[src/rtl/jt5205_pkg.sv]
// Shared types and constants for the jt5205 ROM sample feeder.
// Latency: none (declarations only).
// Backpressure: n/a.
package jt5205_pkg;

    localparam int         AW_DEFAULT     = 16;
    localparam logic [3:0] SILENCE_NIBBLE = 4'd0;

    typedef enum logic [1:0] {
        IDLE  = 2'd0,
        LOAD  = 2'd1,
        PLAY  = 2'd2,
        DRAIN = 2'd3
    } state_t;

endpackage

[src/rtl/jt5205_feeder_buf.sv]
// Two-byte sample pipeline (current byte + one prefetch byte) with high/low nibble select.
// Latency: pop_req to registered state 1 clk; nibble_o is combinational for the caller's din register.
// Backpressure: need_fetch_o requests a byte while the prefetch slot is free; underflow_o flags a low-nibble pop with nothing to refill.
module jt5205_feeder_buf
    import jt5205_pkg::*;
(
    input  logic       clk,
    input  logic       rst,
    input  logic       clear_i,
    input  logic       push_i,
    input  logic [7:0] push_dat_i,
    input  logic       push_last_i,
    input  logic       pop_req_i,
    output logic [3:0] nibble_o,
    output logic       need_fetch_o,
    output logic       empty_o,
    output logic       underflow_o,
    output logic       cur_load_o,
    output logic       load_last_o
);

    logic [7:0] cur_q, cur_d, buf_q, buf_d;
    logic       cur_valid_q, cur_valid_d, buf_valid_q, buf_valid_d;
    logic       buf_last_q, buf_last_d, phase_q, phase_d;
    logic       pop_lo;

    assign pop_lo       = pop_req_i & phase_q;
    assign need_fetch_o = ~buf_valid_q;
    assign empty_o      = ~cur_valid_q & ~buf_valid_q;

    always_comb begin
        cur_d       = cur_q;
        buf_d       = buf_q;
        cur_valid_d = cur_valid_q;
        buf_valid_d = buf_valid_q;
        buf_last_d  = buf_last_q;
        phase_d     = phase_q;
        nibble_o    = cur_q[7:4];
        underflow_o = 1'b0;
        cur_load_o  = 1'b0;
        load_last_o = 1'b0;
        if (clear_i) begin
            cur_valid_d = 1'b0;
            buf_valid_d = 1'b0;
            buf_last_d  = 1'b0;
            phase_d     = 1'b0;
        end else begin
            if (pop_req_i && !phase_q) begin
                // With no byte in hand the high-nibble slot plays silence and waits.
                if (cur_valid_q) phase_d = 1'b1;
                else             nibble_o = SILENCE_NIBBLE;
            end else if (pop_lo) begin
                nibble_o = cur_q[3:0];
                phase_d  = 1'b0;
                if (buf_valid_q) begin
                    cur_d       = buf_q;
                    buf_valid_d = 1'b0;
                    cur_load_o  = 1'b1;
                    load_last_o = buf_last_q;
                end else if (push_i) begin
                    cur_d       = push_dat_i;
                    cur_load_o  = 1'b1;
                    load_last_o = push_last_i;
                end else begin
                    cur_valid_d = 1'b0;
                    underflow_o = 1'b1;
                end
            end
            if (push_i && !pop_lo) begin
                if (!cur_valid_q) begin
                    cur_d       = push_dat_i;
                    cur_valid_d = 1'b1;
                    cur_load_o  = 1'b1;
                    load_last_o = push_last_i;
                end else begin
                    buf_d       = push_dat_i;
                    buf_valid_d = 1'b1;
                    buf_last_d  = push_last_i;
                end
            end
        end
    end

    always_ff @(posedge clk or posedge rst) begin
        if (rst) begin
            cur_q       <= 8'd0;
            buf_q       <= 8'd0;
            cur_valid_q <= 1'b0;
            buf_valid_q <= 1'b0;
            buf_last_q  <= 1'b0;
            phase_q     <= 1'b0;
        end else begin
            cur_q       <= cur_d;
            buf_q       <= buf_d;
            cur_valid_q <= cur_valid_d;
            buf_valid_q <= buf_valid_d;
            buf_last_q  <= buf_last_d;
            phase_q     <= phase_d;
        end
    end

endmodule

[src/rtl/jt5205_feeder.sv]
// ROM-side ADPCM nibble streamer for jt5205; JT5205_FEEDER_LOOP_EN makes playback loop start..end until rst.
// Latency: start->rom_cs 1 clk, rom_ok->adpcm_rst low 1 clk, vck->din 1 clk.
// Backpressure: ROM stalls through rom_cs/rom_ok; a byte missing at a low-nibble vck sets sticky underrun.
module jt5205_feeder
    import jt5205_pkg::*;
#(
    parameter int AW = AW_DEFAULT
) (
    input  logic          clk,
    input  logic          rst,
    input  logic          vck,
    input  logic          start,
    input  logic [AW-1:0] start_addr,
    input  logic [AW-1:0] end_addr,
    output logic [AW-1:0] rom_addr,
    output logic          rom_cs,
    input  logic [7:0]    rom_data,
    input  logic          rom_ok,
    output logic [3:0]    din,
    output logic          adpcm_rst,
    output logic          busy,
    output logic          done,
    output logic          underrun
);

    state_t        state_q, state_d;
    logic [AW-1:0] addr_q, addr_d, first_q, first_d, stop_q, stop_d;
    logic          cs_q, cs_d, busy_q, busy_d, done_q, done_d;
    logic          arst_q, arst_d, urun_q, urun_d, last_q, last_d;
    logic [3:0]    din_q, din_d;
    logic          fetch_hit, hit_end, push, pop_req;
    logic [3:0]    nibble;
    logic          need_fetch, empty, underflow, cur_load, load_last;

    assign fetch_hit = cs_q & rom_ok;
    assign hit_end   = (addr_q == stop_q);
    assign push      = fetch_hit & ~start;
    assign pop_req   = vck & ~start & ((state_q == PLAY) | (state_q == DRAIN));

    jt5205_feeder_buf u_buf (
        .clk          (clk),
        .rst          (rst),
        .clear_i      (start),
        .push_i       (push),
        .push_dat_i   (rom_data),
        .push_last_i  (hit_end),
        .pop_req_i    (pop_req),
        .nibble_o     (nibble),
        .need_fetch_o (need_fetch),
        .empty_o      (empty),
        .underflow_o  (underflow),
        .cur_load_o   (cur_load),
        .load_last_o  (load_last)
    );

`ifndef JT5205_FEEDER_LOOP_EN
    logic loop_unused;
    assign loop_unused = cur_load & load_last;
`endif

    always_comb begin
        state_d = state_q;
        addr_d  = addr_q;
        first_d = first_q;
        stop_d  = stop_q;
        cs_d    = cs_q;
        busy_d  = busy_q;
        done_d  = 1'b0;
        arst_d  = arst_q;
        urun_d  = urun_q;
        last_d  = last_q;
        din_d   = din_q;
        if (start) begin
            first_d = start_addr;
            stop_d  = end_addr;
            addr_d  = start_addr;
            cs_d    = 1'b1;
            busy_d  = 1'b1;
            arst_d  = 1'b1;
            urun_d  = 1'b0;
            last_d  = 1'b0;
            state_d = LOAD;
        end else begin
            if (pop_req) din_d = nibble;
            if (underflow && !last_q) urun_d = 1'b1;
            if (fetch_hit) begin
                cs_d = 1'b0;
`ifdef JT5205_FEEDER_LOOP_EN
                addr_d = hit_end ? first_q : addr_q + AW'(1);
`else
                addr_d = addr_q + AW'(1);
                if (hit_end) last_d = 1'b1;
`endif
            end else if (state_q == PLAY && !cs_q && need_fetch && !last_q) begin
                cs_d = 1'b1;
            end
`ifdef JT5205_FEEDER_LOOP_EN
            done_d = cur_load & load_last;
`endif
            case (state_q)
                LOAD: begin
                    if (fetch_hit) begin
                        arst_d  = 1'b0;
                        state_d = PLAY;
`ifndef JT5205_FEEDER_LOOP_EN
                        if (hit_end) state_d = DRAIN;
`endif
                    end
                end
                PLAY: begin
`ifndef JT5205_FEEDER_LOOP_EN
                    // Last byte fetched and prefetch slot empty: that byte is now playing.
                    if (last_q && need_fetch) state_d = DRAIN;
`endif
                end
                DRAIN: begin
                    if (empty) begin
                        state_d = IDLE;
                        busy_d  = 1'b0;
                        done_d  = 1'b1;
                        arst_d  = 1'b1;
                    end
                end
                default: ;
            endcase
        end
    end

    always_ff @(posedge clk or posedge rst) begin
        if (rst) begin
            state_q <= IDLE;
            addr_q  <= '0;
            first_q <= '0;
            stop_q  <= '0;
            cs_q    <= 1'b0;
            busy_q  <= 1'b0;
            done_q  <= 1'b0;
            arst_q  <= 1'b1;
            urun_q  <= 1'b0;
            last_q  <= 1'b0;
            din_q   <= 4'd0;
        end else begin
            state_q <= state_d;
            addr_q  <= addr_d;
            first_q <= first_d;
            stop_q  <= stop_d;
            cs_q    <= cs_d;
            busy_q  <= busy_d;
            done_q  <= done_d;
            arst_q  <= arst_d;
            urun_q  <= urun_d;
            last_q  <= last_d;
            din_q   <= din_d;
        end
    end

    assign rom_addr  = addr_q;
    assign rom_cs    = cs_q;
    assign din       = din_q;
    assign adpcm_rst = arst_q;
    assign busy      = busy_q;
    assign done      = done_q;
    assign underrun  = urun_q;

endmodule

[config.mk]
export PLATFORM = sky130hd
export DESIGN_NAME = jt5205_feeder
export DESIGN_NICKNAME = d
export VERILOG_FILES = /design/src/rtl/jt5205_pkg.sv /design/src/rtl/jt5205_feeder_buf.sv /design/src/rtl/jt5205_feeder.sv
export SDC_FILE = /design/constraint.sdc
export NUM_CORES = 1
export LEC_CHECK = 0
export BUFFER_PORTS_ARGS = -buffer_cell sky130_fd_sc_hd__buf_2
export CAP_MARGIN = 20
export CELL_PAD_IN_SITES_DETAIL_PLACEMENT = 1
export CELL_PAD_IN_SITES_GLOBAL_PLACEMENT = 1
export CORE_MARGIN = 2
export CORE_UTILIZATION = 42
export DETAILED_ROUTE_END_ITERATION = 8
export HOLD_SLACK_MARGIN = 0.15
export PLACE_DENSITY_LB_ADDON = 0.12
export SLEW_MARGIN = 15
export SYNTH_ARGS = -nofsm -noshare
export SYNTH_HDL_FRONTEND = slang
export SYNTH_SLANG_ARGS = --single-unit
[constraint.sdc]
create_clock -name clk -period 2.3 [get_ports clk]
set_clock_uncertainty 0.05 [all_clocks]
set_input_delay 0.575 -clock clk [delete_from_list [all_inputs] [get_ports clk]]
set_output_delay 0.575 -clock clk [all_outputs]
set_load 0.01 [all_outputs]
* Word-level counts from Yosys, hierarchy flattened *
Index checks and enable logic that the tools add are counted.

word-level totals
  output and inout bits = 25
  bits of input ports = 45
  word-level logic and storage cells = 117
  register bits = 63

cells by class
  bitwise gates (word level) = 10
  reductions and logical operators = 27
  equality and inequality tests = 8
  add/subtract/negate cells = 1
  multiplexer cells = 56

operator list
  operator                 number
  $mux W8                  6
  $mux W1                  39
  $mux W16                 2
  $add A16 B1 Y16 const B  1
  $eq A16 B16 Y1           1
  $mux W4                  3
  $reduce_bool A2 Y1       5
  $reduce_bool A3 Y1       3
  $mux W2                  4
  $reduce_and A2 Y1        4
  $logic_and A1 B1 Y1      7
  $and A1 B1 Y1            6
  $ne A3 B2 Y1 const B     2
  $ne A3 B3 Y1 const B     2
  $pmux W2 S3              1
  $reduce_and A3 Y1        2
  $eq A2 B2 Y1 const B     2
  $logic_not A1 Y1         4
  $reduce_and A4 Y1        1
  $reduce_bool A4 Y1       1
  $not A1 Y1               3
  $eq A2 B1 Y1 const B     1
  $pmux W1 S2              1
  $or A1 B1 Y1             1

* Longest topological paths before layout *
  word-level depth = 10
  depth in mapped cells = 6
  depth with buffers taken out = 6

* Hierarchy *
Synthesis repeated with hierarchy kept, for this count alone.

unflattened totals
  cell total of the unflattened synthesis = 307
  area, all modules = 3311.9 µm²

modules (own cells, without submodules)
  module             instances  seq. area each (µm²)  cells an instance  area an instance (µm²)
  jt5205_feeder      1          1102.3                211                2234.6
  jt5205_feeder_buf  1          500.5                 96                 1077.3

* Least setup slack after synthesis *
No wires, ideal clock.

  kind = reg2reg
  from = register state_q[0]
  to = register u_buf.buf_q[7]
  path slack = 0.525 ns
  buffers on the path = 0
  cell stages (with the launch flop) = 7
  arrival = 1.600 ns
  required time = 2.125 ns
  cell sequence = dfrtp_1 > inv_1 > ha_1 > o21ai_4 > o31ai_4 > nor2_4 > mux2_2

on the way
  cells in the longest elaborated chain, start to end = 7
  elaborated cells on any way between the ends = 8

ends and longest elaborated chain
  item                             line                     source
  from (decl)                      jt5205_feeder.sv:26      state_t state_q, state_d;
  from (signal assigned)           jt5205_feeder.sv:143     state_q <= state_d;
  $eq A2 B2 Y1                     jt5205_feeder.sv:38      assign pop_req = vck & ~start & ((state_q == PLAY) | (state_q == DRAIN));
  $or A1 B1 Y1 (*)                 jt5205_feeder.sv:38
  $and A1 B1 Y1 (*)                jt5205_feeder.sv:38
  $and A1 B1 Y1 (*)                jt5205_feeder_buf.sv:27  assign pop_lo = pop_req_i & phase_q;
  $logic_not A1 Y1 (*)             jt5205_feeder_buf.sv:69  if (push_i && !pop_lo) begin
  $logic_and A1 B1 Y1 (*)          jt5205_feeder_buf.sv:69
  $reduce_and A3 Y1 (no line) (*)  -
  to (signal assigned)             jt5205_feeder_buf.sv:94  buf_q <= buf_d;
  to (decl)                        jt5205_feeder_buf.sv:22  logic [7:0] cur_q, cur_d, buf_q, buf_d;

Every way passes the cells marked *; elsewhere a longest branch is shown, timed or not.
A chain may end at the register's enable or synchronous reset.

* Final worst setup path *
  from = register state_q[0]
  to = register u_buf.cur_q[7]

on the way
  cells in the longest elaborated chain, start to end = 8
  elaborated cells on any way between the ends = 12

ends and longest elaborated chain
  item                  line                     source
  $eq A2 B2 Y1          jt5205_feeder.sv:38
  $or A1 B1 Y1 (*)      jt5205_feeder.sv:38
  $and A1 B1 Y1 (*)     jt5205_feeder.sv:38
  $and A1 B1 Y1         jt5205_feeder_buf.sv:27
  $mux W8               jt5205_feeder_buf.sv:52  end else if (pop_lo) begin
  $mux W8               jt5205_feeder_buf.sv:48  if (pop_req_i && !phase_q) begin
  $mux W8               jt5205_feeder_buf.sv:70  if (!cur_valid_q) begin
  $mux W8 (*)           jt5205_feeder_buf.sv:69
  to (signal assigned)  jt5205_feeder_buf.sv:93  cur_q <= cur_d;
  to (decl)             jt5205_feeder_buf.sv:22

Marked as above.

==> reports/qor.csv <==
stage;metric;value;unit
synth;Syn Nets;355;
floorplanning;DIE WIDTH;91.8;microns
clock_network;Inserted Clock Buffers;9;
synth;Syn Std Cell Area;0.00324;sq mm
routing;first drt pass iteration count;4;
routing;DRC;0;
routing;met1 WL;3490;microns
timing;final setup margin;322;ps
global_route;largest net degree at the start of global routing;56;
finish;share of cells above drive strength 1;0.324;
timing;Slew Viols, Final;0;
routing;First DRT Iteration DRCs;131;
synth;post-synthesis xor/xnor area fraction;0.0730;
worst_setup_path;kind of critical path;register to register;
routing;vias per cell;5.31;
floorplanning;Initial Util;0.426;
global_route;global-route usage over all layers;0.206;
clock_network;CTS clk-pin slew, worst paths;80;ps
finish;Area Overhead vs Synth;22.9;%
routing;via count;2590;
timing;Setup violations, final;0;
synth;post-synthesis sequential area ratio;0.487;
worst_setup_path;worst path bufs/invs;1;
timing;RSZ-0062 raised after global routing;no;
outcome;status;finished, final reports clean;
synth;synth warn;0;
worst_setup_path;worst reg2reg endpoint;u_buf.cur_q[7];
timing;Final Hold Fails;0;
timing;Worst Tran Pin Value;459;ps
global_route;global-route wire length before repair;13500;microns
worst_setup_path;Critical Path AT;2160;ps
floorplanning;row cnt;32;
synth;post-synthesis register bit count;63;
clock_network;H-tree depth;3;
routing;Final ANT Viol Nets;0;
global_route;number of global-route vias before repair;2732;
worst_setup_path;CP max FO;9;
synth;Adder-Cell Fraction of Synth Area;0.0154;
synth;post-synth top area cell;dfrtp_1;
timing;worst rel slew slack;0.693;
synth;Async S/R FF share, synth;1.00;
clock_network;Post-CTS Resized;0;
worst_setup_path;Worst path slowest cell;nor3_4;
clock_network;clk root buf;clkbuf_8;
synth;post-synth cell types;56;
timing;setup_tns;0;ps
timing;Fmax achieved;506;MHz
pwr;Static Leak;1.84;nW
finish;most common cell after layout, fill and taps aside;buf_2;
routing;WL met3;291;microns
worst_setup_path;Critical Path Sink Type;register;
routing;routed wl met2;4010;microns
synth;post-synthesis compound-gate area fraction;0.122;
finish;most frequent cells in the layout;buf_2 (69), dfrtp_1 (62), inv_1 (24), xor2_1 (22), nand2_1 (20);
floorplanning;Die Ht;91.8;microns
clock_network;CTS tree;yes;
clock_network;Sink Count;63;
synth;Simple-Gate Fraction of Synth Area;0.159;
worst_setup_path;reg-to-reg slack, setup;320;ps
pwr;Pwr Density;901;mW/mm^2
finish;n_diodes;0;
place;port buffer count;69;
finish;Final #Nets;430;
place;DP Worst Slack;302;ps
worst_setup_path;Req. time, crit path;2480;ps
place;Detail Placement HPWL;5920;microns
job;max-cap violation count;0;
synth;Synth area leaders;dfrtp_1 (48%), xor2_1 (5.9%), mux2_2 (5.9%);
synth;number of synthesized flops with an enable pin;0;
global_route;global route overflow;0;
global_route;initial antenna violation count;0;
place;GP Congestion;0.845;
synth;Avg Cell Area, Syn;10.6;sq um
clock_network;cts hold-fix bufs;0;
routing;Routed WL;7950;microns
worst_hold_path;hold crit path type;input pin to async pin;
routing;wire per inst;16.3;microns
worst_setup_path;depth of the most critical reg-to-reg path;6;
clock_network;Post-CTS Setup Bufs;0;
synth;combinational family with the most area after synthesis;simple AND/OR/NAND/NOR gates;
finish;Fillers;878;
worst_setup_path;reg2reg start;state_q[0];
worst_setup_path;Worst path max stage delay;430;ps
floorplanning;Die ar.;0.00843;sq mm
pwr;Max rail drop VDD;366;uV
floorplanning;CORE AREA;0.00761;sq mm
synth;mux cell area share after synthesis;0.0873;
timing;fin crit period;1980;ps
clock_network;clock latency on the worst-skew pair;340;ps
timing;final period utilization;0.860;
worst_setup_path;critical path, cell by cell;inv_1, ha_1, o21ai_4, nor3_4, o21ai_2, a221o_1;
worst_setup_path;Worst path top cell family by delay;compound AO/OA/AOI/OAI gates;
synth;Synth Instances;306;
synth;Synth top area share;0.479;
worst_setup_path;CP Launch Type;register;
clock_network;CTS max path bufs;2;
synth;prevailing post-synth register cell;dfrtp_1;
floorplanning;I/O pins;70;
routing;top sig layer;met4;
synth_stat cells (all sizes together) (8+ instances only):
| cell | n |
|---|---|
| a21oi | 14 |
| nand2 | 20 |
| dfrtp | 62 |
| mux2i | 8 |
| o21ai | 17 |
| nand3 | 8 |
| xor2 | 22 |
| nand4 | 10 |
| mux2 | 18 |
| inv | 26 |
| nor2 | 19 |
| buf | 10 |
report_power, final:
part	switching (mW)	total (mW)	internal, mW
sequential	0.168	1.49	1.32
combinational	0.431	0.795	0.364
clock	0.471	1.30	0.833
kinds of logic after synthesis:
logic type	after synthesis
simple gates	92
mux	26
fa+ha+maj	4
flops	63
buf+inv	39
compound gates	55
xor+xnor	27
worst max-delay path by stage:
stage	slack (ps)	to	start	cells past startpoint
finish	320	u_buf.cur_q[7]	state_q[0]	6
floorplan	110	busy	rst	1
CTS	290	u_buf.cur_q[7]	state_q[0]	6
global placement	380	u_buf.cur_q[7]	start	4
detailed placement	300	u_buf.cur_q[7]	state_q[0]	6
global route	150	u_buf.cur_q[7]	state_q[1]	5
metal layers:
layer / vias up / GRT usage
met2: 57 / 0.344
met1: 1286 / 0.263
li1: 1234 / -
met5: - / 0
met3: 13 / 0.0345
met4: 0 / 0.0896
area by class of cell:
| type | count | area, sq um | share of cell area |
|---|---|---|---|
| clock buffer | 9 | 124 | 0.0311 |
| clock inverter | 7 | 145 | 0.0364 |
| inverter | 26 | 97.6 | 0.0245 |
| multi-input combinational | 204 | 1480 | 0.372 |
| sequential | 63 | 1580 | 0.396 |
| tap | 102 | 128 | 0.0320 |
| timing repair buffer | 77 | 430 | 0.108 |
worst reg2reg max path: stages (launching register included):
cell	delay (ps)
dfrtp_1	410
inv_1	90
ha_1	240
o21ai_4	120
nor3_4	430
o21ai_2	210
a221o_1	320
flip-flops by register name, indices dropped and copies added, names as in the netlist, 2 cells and up:
name	flops
u_buf.cur_q	8
rom_addr	16
state_q	2
din	4
u_buf.buf_q	8
stop_q	16
per-stage QoR:
stage	hold WS, ps	cells	power [mW]	cell area, sq um	util
after floorplan	398	306	2.02	3240	-
after global placement	405	472	2.28	3710	0.488
after detailed placement	417	472	2.31	3710	0.488
after CTS	152	488	3.62	3980	0.524
after global routing	159	488	3.79	3980	0.524
final	144	488	3.59	3980	0.524
(Power assumes the default switching activity.)
